<file path="src/rtl/mac_acc_fixed_pe_pkg.sv">
// Shared types and the fixed-point shift/round/saturate helper for the MAC PE.
package mac_pkg;

  typedef enum logic [1:0] {MAC_IDLE, MAC_ACCUM, MAC_HOLD} mac_state_e;

  localparam int unsigned SR_W = 64;

  typedef struct packed {
    logic signed [SR_W-1:0] data;
    logic                   sat;
  } sat_res_t;

  // Works on a sign-extended 64-bit view so one helper serves every ACC_W/OUT_W pairing.
  function automatic sat_res_t sat_round(input logic signed [SR_W-1:0] acc,
                                         input int unsigned            shift,
                                         input logic                   round_en,
                                         input logic                   sat_en,
                                         input int unsigned            out_w);
    logic signed [SR_W-1:0] s;
    logic signed [SR_W-1:0] hi;
    logic signed [SR_W-1:0] lo;
    sat_res_t               r;
    s = acc;
    if (round_en && shift != 0) s = s + (SR_W'(1) <<< (shift - 1));
    s  = s >>> shift;
    hi = (SR_W'(1) <<< (out_w - 1)) - SR_W'(1);
    lo = ~hi;
    r.sat  = (s > hi) || (s < lo);
    r.data = (r.sat && sat_en) ? ((s < lo) ? lo : hi) : s;
    return r;
  endfunction

endpackage

</file>
<file path="src/rtl/mac_acc_fixed_pe_sat_round.sv">
// Combinational accumulator-to-result conversion: shift, optional round, clip or wrap.
module mac_sat_round
  import mac_pkg::*;
#(
  parameter int unsigned ACC_W     = 40,
  parameter int unsigned OUT_W     = 32,
  parameter int unsigned OUT_SHIFT = 0,
  parameter bit          ROUND_EN  = 1'b1
) (
  input  logic signed [ACC_W-1:0] acc,
  input  logic                    sat_en,
  output logic signed [OUT_W-1:0] data,
  output logic                    sat
);

  sat_res_t res;
  logic     unused_hi;

  always_comb begin
    res  = sat_round(SR_W'(acc), OUT_SHIFT, ROUND_EN, sat_en, OUT_W);
    data = res.data[OUT_W-1:0];
    sat  = res.sat;
  end

  // Upper bits only matter through the range check already folded into sat.
  assign unused_hi = ^res.data[SR_W-1:OUT_W];

endmodule

</file>
<file path="src/rtl/mac_acc_fixed_pe.sv">
// Signed fixed-point MAC PE: product stage, guarded accumulator stage and a
// valid/ready result register with a single global stall.
module mac_acc_fixed_pe
  import mac_pkg::*;
#(
  parameter int unsigned DATA_W    = 16,
  parameter int unsigned FRAC_W    = 8,
  parameter int unsigned ACC_W     = 40,
  parameter int unsigned OUT_W     = 32,
  parameter int unsigned OUT_SHIFT = 0,
  parameter bit          ROUND_EN  = 1'b1,
  parameter int unsigned CNT_W     = 16
) (
  input  logic                     clk,
  input  logic                     rst_n,
  input  logic                     in_valid,
  output logic                     in_ready,
  input  logic                     in_first,
  input  logic                     in_last,
  input  logic signed [DATA_W-1:0] a,
  input  logic signed [DATA_W-1:0] b,
  input  logic                     sat_en,
  output logic                     out_valid,
  input  logic                     out_ready,
  output logic signed [OUT_W-1:0]  out_data,
  output logic                     out_sat,
  output logic                     out_ovf,
  output logic [CNT_W-1:0]         out_count
);

  if (FRAC_W >= DATA_W) begin : g_bad_frac
    $error("FRAC_W must leave at least one integer bit in DATA_W");
  end
  if (ACC_W <= 2 * DATA_W || ACC_W >= SR_W) begin : g_bad_acc
    $error("ACC_W needs guard bits above the full product and must fit the rounding helper");
  end

  logic                      en;
  logic                      accept;
  logic                      a_fire;
  logic                      p_valid;
  logic                      p_first;
  logic                      p_last;
  logic signed [2*DATA_W-1:0] p_prod;
  logic signed [ACC_W-1:0]   acc;
  logic signed [ACC_W-1:0]   acc_next;
  logic signed [ACC_W-1:0]   prod_ext;
  logic signed [ACC_W-1:0]   sum;
  logic                      wrap;
  logic [CNT_W-1:0]          count;
  logic [CNT_W-1:0]          count_next;
  logic                      ovf;
  logic                      ovf_next;
  logic signed [OUT_W-1:0]   res_data;
  logic                      res_sat;
  mac_state_e                state;
  mac_state_e                state_next;

  assign en       = ~out_valid | out_ready;
  assign in_ready = en;
  assign accept   = in_valid & en;
  assign a_fire   = p_valid & en;

  always_ff @(posedge clk or negedge rst_n) begin
    if (!rst_n) begin
      p_valid <= 1'b0;
      p_first <= 1'b0;
      p_last  <= 1'b0;
      p_prod  <= '0;
    end else if (en) begin
      p_valid <= accept;
      if (accept) begin
        p_prod  <= a * b;
        p_first <= in_first;
        p_last  <= in_last;
      end
    end
  end

  always_comb begin
    prod_ext   = ACC_W'(p_prod);
    sum        = acc + prod_ext;
    wrap       = (acc[ACC_W-1] == prod_ext[ACC_W-1]) && (sum[ACC_W-1] != acc[ACC_W-1]);
    acc_next   = p_first ? prod_ext : sum;
    count_next = p_first ? CNT_W'(1) : ((&count) ? count : count + 1'b1);
    ovf_next   = p_first ? 1'b0 : (ovf | wrap);
  end

  mac_sat_round #(
    .ACC_W    (ACC_W),
    .OUT_W    (OUT_W),
    .OUT_SHIFT(OUT_SHIFT),
    .ROUND_EN (ROUND_EN)
  ) u_sat_round (
    .acc   (acc_next),
    .sat_en(sat_en),
    .data  (res_data),
    .sat   (res_sat)
  );

  always_ff @(posedge clk or negedge rst_n) begin
    if (!rst_n) begin
      acc       <= '0;
      count     <= '0;
      ovf       <= 1'b0;
      out_valid <= 1'b0;
      out_data  <= '0;
      out_sat   <= 1'b0;
      out_ovf   <= 1'b0;
      out_count <= '0;
    end else begin
      if (a_fire) begin
        acc   <= acc_next;
        count <= count_next;
        ovf   <= ovf_next;
      end
      // A last arriving while the old result retires replaces it without a bubble.
      if (a_fire && p_last) begin
        out_valid <= 1'b1;
        out_data  <= res_data;
        out_sat   <= res_sat;
        out_ovf   <= ovf_next;
        out_count <= count_next;
      end else if (out_ready) begin
        out_valid <= 1'b0;
      end
    end
  end

  always_ff @(posedge clk or negedge rst_n) begin
    if (!rst_n) state <= MAC_IDLE;
    else        state <= state_next;
  end

  always_comb begin
    state_next = state;
    if (a_fire)                               state_next = p_last ? MAC_HOLD : MAC_ACCUM;
    else if (state == MAC_HOLD && out_ready)  state_next = MAC_IDLE;
  end

  a_valid_in_hold: assert property (@(posedge clk) disable iff (!rst_n)
    out_valid |-> state == MAC_HOLD);

endmodule

</file>
<file path="config.mk">
export PLATFORM = sky130hd
export DESIGN_NAME = mac_acc_fixed_pe
export DESIGN_NICKNAME = d
export VERILOG_FILES = /design/src/rtl/mac_acc_fixed_pe_pkg.sv /design/src/rtl/mac_acc_fixed_pe_sat_round.sv /design/src/rtl/mac_acc_fixed_pe.sv
export SDC_FILE = /design/constraint.sdc
export NUM_CORES = 1
export LEC_CHECK = 0
export BUFFER_PORTS_ARGS = -buffer_cell sky130_fd_sc_hd__buf_4
export CAP_MARGIN = 40
export CORE_MARGIN = 4
export CORE_UTILIZATION = 50
export DETAILED_ROUTE_END_ITERATION = 10
export PLACE_DENSITY_LB_ADDON = 0.2
export SKIP_CTS_REPAIR_TIMING = 1
export SYNTH_ARGS = -nofsm -noshare
export SYNTH_HDL_FRONTEND = slang
export SYNTH_HIERARCHICAL = 1
export SYNTH_SLANG_ARGS = --single-unit
</file>
<file path="constraint.sdc">
create_clock -name clk -period 11 [get_ports clk]
set_clock_uncertainty 0.05 [all_clocks]
set_input_delay 2.2 -clock clk [delete_from_list [all_inputs] [get_ports clk]]
set_output_delay 2.2 -clock clk [all_outputs]
set_load 0.01 [all_outputs]
</file>
# Word level (Yosys, flattened, before mapping)

Cells that the tools add are included.

Bits in read-only memories: 0
Bits in latches: 0
Bits of input ports: 39
Output and inout port bits: 52
Register bits: 143
Logic and storage cells: 39
Memories kept: 0
RAM bits: 0

Shift operators: 0
Add/sub/neg operators: 2
$mul: 1
Bitwise logic cells: 5
Multiplexer cells: 8
Divide/modulo/power cells: 0
Equality and inequality tests: 2
Reduce and logical (&&, ||, !) cells: 7
Order comparisons: 2

Operator list:

| cell                                                             | count |
|---|---|
| two-way mux 32 bit                                               | 2 |
| adder 40 x 32 -> 40 bit                                          | 1 |
| greater-than comparator 40 x 32 -> 1 bit (second input constant) | 1 |
| less-than comparator 40 x 32 -> 1 bit (second input constant)    | 1 |
| two-way mux 40 bit                                               | 1 |
| multiplier 16 x 16 -> 32 bit                                     | 1 |
| two-way mux 16 bit                                               | 2 |
| adder 16 x 1 -> 16 bit (second input constant)                   | 1 |
| AND reduction 16 bit                                             | 1 |
| logical AND 1 bit                                                | 3 |
| two-way mux 1 bit                                                | 3 |
| AND 1 bit                                                        | 2 |
| OR 1 bit                                                         | 2 |
| AND reduction 2 bit                                              | 1 |
| nonzero test 2 bit                                               | 1 |
| equality test 1 bit                                              | 1 |
| logical OR 1 bit                                                 | 1 |
| inequality test 1 bit                                            | 1 |
| inverter 1 bit                                                   | 1 |

# Longest topological paths before layout

Word-level depth: 6
Gate-level depth with buffers: 25
Mapped depth without buffers: 23

# Modules after synthesis

The synthesis kept the hierarchy.

Modules (own cells, without submodules):

| module           | seq. area each (um2) | area an instance (um2) | times used | cells each |
|---|---|---|---|---|
| mac_acc_fixed_pe | 3578.4               | 18665.4                | 1          | 2067 |
| mac_sat_round    | 0.0                  | 422.9                  | 1          | 81 |

# Worst setup path before layout

Ideal clock, no wire load.

Path kind: input -> register
From: in a[15]
To: reg p_prod[29]
Buffers on the path: 2
Slack: 2.697 ns
Data arrival time: 8.123 ns
Stages on the path: 21
Library setup time: 0.130 ns
Required time: 10.820 ns
Cells stage by stage: clkbuf_1 > nand2_1 > fa_1 > inv_1 > fa_1 > inv_1 > fa_1 > fa_1 > fa_1 > fa_1 > inv_1 > ha_1 > buf_2 > nand3_1 > a31oi_1 > nor3_1 > a21oi_1 > or4b_1 > a31oi_1 > xor2_1 > o21ai_1

Word-level cells in the longest chain between the ends: 1

RTL lines:

| element                      | RTL line               | source |
|---|---|---|
| from (decl)                  | mac_acc_fixed_pe.sv:20 | `input logic signed [DATA_W-1:0] a,` |
| multiplier 16 x 16 -> 32 bit | mac_acc_fixed_pe.sv:73 | `p_prod <= a * b;` |
| to (signal assigned)         | mac_acc_fixed_pe.sv:73 |  |
| to (decl)                    | mac_acc_fixed_pe.sv:44 | `logic signed [2*DATA_W-1:0] p_prod;` |

Every way passes these cells.
A chain may end at the register's enable or synchronous reset.

# Final worst setup path

From: in b[2]
To: reg p_prod[29]

Word-level cells in the longest chain between the ends: 1

RTL lines:

| element                      | RTL line               | source |
|---|---|---|
| from (decl)                  | mac_acc_fixed_pe.sv:21 | `input logic signed [DATA_W-1:0] b,` |
| multiplier 16 x 16 -> 32 bit | mac_acc_fixed_pe.sv:73 |  |

Every way passes these cells.

==> results by group <==
Yosys
  – Top FF cell, synth: dfrtp_1
  – Syn avg cell area: 8.887 sq um
  – Mux cell area share after synthesis: 4.261%
  – Sequential area share after synthesis: 18.75%
  – Post-synthesis adder-cell area fraction: 35.58%
  – Synth Area in Compound Gates: 12.19%
  – Syn_nets: 2572
  – Simple-Gate Fraction of Synth Area: 15.72%
  – Ys Warns: 6
  – Ys async rst share: 100.0%
  – Mapped Area: 19090 sq um
  – Synth Area in XOR/XNOR: 3.671%
  – Post-synth EDFFs: 0
  – Main combinational cell family by area after synthesis: adder cells
  – Instance count of the mapped netlist: 2148
  – Flops & latches, synth: 143
  – Library cells used by synthesis: 83

Clock tree
  – Clock sinks: 143
  – H-tree depth: 4
  – CTS tree: built
  – Total CTS buffers: 17
  – Root Driver: clkbuf_16
  – Reg clk slew, reported paths: 0.07 ns
  – Max Root-Sink Buffers: 2
  – Skew-Pair Late Insertion Delay: 0.43 ns

Hold path
  – HP Class: flip-flop to flip-flop
  – Hold Path Cell Cnt: 2

GRT
  – Initial antenna violation count: 0
  – Routing usage on met2: 37.26%
  – GR Util met3: 2.083%
  – GR met1 Demand/Resource: 32.36%
  – Number of global-route vias before repair: 14.93k
  – Total grt overflow: 0
  – Global route hottest layer: met2
  – First-pass GRT wire length: 76130 um
  – Largest net degree at the start of global routing: 90
  – Tot GR Track Use: 22.38%

Timing
  – Setup WS post-layout: 2.869 ns
  – Part of the cycle the worst path needs: 73.92%
  – Fin crit period: 8.131 ns
  – Fmax: 123.0 MHz
  – Hold Vio Cnt, Final: 0
  – Final TNS setup: 0 ns
  – Setup Viol. Count Final: 0
  – Slew Viols, Final: 0
  – RSZ-0062 raised after global routing: false
  – Actual slew at the worst max-slew pin: 0.8938 ns
  – Slew Limit Headroom: 40.41%

Setup path
  – Data arrival, critical path: 8.37 ns
  – Critical path class: input port to flip-flop
  – Req. time, crit path: 11.24 ns
  – Crit-path max FO: 16
  – CP Capture Type: flip-flop
  – Worst-case reg-to-reg path depth: 16
  – Startpoint Class: input port

Floorplan
  – I/O Pins: 91
  – Core Box Area: 37670 sq um
  – Die height: 203.4 um
  – Initial Util: 50.68%
  – Chip width: 203.4 um
  – Die area: 41370 sq um
  – FP Rows: 71

Placement
  – Pre-CTS setup slack: 2.402 ns
  – Port Buffers: 90
  – GP Congestion: 0.9237
  – Final HPWL DP: 35520 um

Final layout
  – Number of fill cells: 3520
  – Nets: 2595
  – Commonest non-fill, non-tap cell in the layout: inv_1
  – Layout cells sized above 1: 10.67%
  – Area Growth Syn to Fin: 8.220%
  – Diode count: 0
  – Most frequent cells in the layout: 386 x inv_1, 295 x nand2_1, 263 x fa_1

Drt
  – Iter 0 DRT Violations: 710
  – Drt pass-1 iters: 5
  – Remaining antenna violation count: 0
  – Routed length per instance: 16.72 um
  – Total Routed Length: 45060 um
  – # DRC: 0
  – Via count: 14.25k
  – Via/cell ratio: 5.286

Job
  – MaxCap Viol Count: 0

Outcome
  – Status: finished clean
-- flip-flops by register name, indices dropped and copies added (netlist names) --
name,flops
p_prod,32
out_data,32
p_last,1
out_ovf,1
ovf,1
p_valid,1
out_count,16
out_sat,1
acc,40
p_first,1
count,16
out_valid,1
-- synthesized netlist by cell type, drive strengths merged, types with 4 or more instances --
library cell	count	area, sq um
o21ai	149	760.7
and2	136	850.8
xor2	26	227.7
o31ai	10	98.84
nor2b	10	62.56
o21bai	9	67.56
inv	386	1449
o21a	7	52.55
nand4	13	81.33
a211o	6	52.55
a31oi	21	137.6
nor3	20	100.1
nand3	22	110.1
a211oi	15	140.1
nand2	297	1122
clkbuf	73	274.0
dfrtp	143	3578
ha	122	1526
a22o	6	52.55
nor4	5	37.53
fa	263	5265
o211ai	11	87.58
mux2	63	713.2
nor2	70	277.8
a21boi	4	30.03
a21o	20	150.1
and3	14	92.59
xnor2	54	473.0
nand2b	14	87.58
mux2i	10	100.1
buf	23	150.1
a21oi	71	362.8
-- worst max-delay path, cell delays in order --
cell and delay (ns):
buf_4 0.18, nand2_1 0.15, fa_1 0.72, inv_1 0.10, fa_1 0.88, inv_1 0.13, fa_1 0.54, fa_1 0.44
fa_1 0.52, fa_1 0.54, inv_1 0.04, ha_1 0.39, nand3_1 0.13, a31oi_1 0.14, nor3_1 0.17, a21oi_1 0.12
or4b_1 0.54, a31oi_1 0.20, xor2_1 0.16, o21ai_1 0.07
-- logic make-up after synthesis --
group / Yosys count
flops: 143
fa+ha+maj: 385
buf+inv: 483
mux: 73
xor+xnor: 80
simple gates: 622
compound gates: 362
-- stage by stage --
stage / utilization [%] / hold slack (ns) / instance area, sq um / cells
2_1_floorplan: - / 0.3998 / 19090 / 2148
3_3_place_gp: 53.23 / 0.4155 / 20050 / 2661
3_5_place_dp: 53.34 / 0.4173 / 20090 / 2663
4_1_cts: 54.84 / 0.4406 / 20660 / 2695
5_1_grt: 54.84 / 0.4506 / 20660 / 2695
6_report: 54.84 / 0.4298 / 20660 / 2695
-- worst paths after layout --
| kind | start | slack [ns] | endpoint |
|---|---|---|---|
| setup / recovery | b[2] | 2.87 | p_prod[29] |
| hold / removal | out_count[0] | 0.43 | out_count[0] |
| setup reg to reg | p_prod[0] | 6.25 | out_data[0] |
| hold reg to reg | out_count[0] | 0.43 | out_count[0] |
| max in group asynchronous | rst_n | 8.06 | acc[18] |
| min in group asynchronous | rst_n | 1.72 | out_data[1] |
-- final cells by class --
type | count | area [sq um] | share of cell area, %
multi-input combinational | 1522 | 13640 | 66.01
sequential | 143 | 3580 | 17.33
inverter | 387 | 1453 | 7.032
timing repair buffer | 100 | 782.0 | 3.786
tap | 511 | 639.4 | 3.095
clock buffer | 17 | 425.4 | 2.059
clock inverter | 15 | 141.4 | 0.6844
-- metal layers --
layer | part of all wire, % | up-vias | wire length, um
met1 | 47 | 6960 | 21280
met2 | 47 | 351 | 21070
met3 | 4.6 | 45 | 2053
met4 | 1.5 | 0 | 661
met5 | 0 | - | 0
li1 | - | 6890 | -
Power is not shown: default switching activity piles up to over one toggle a cycle in this logic, so the estimate is an artifact.
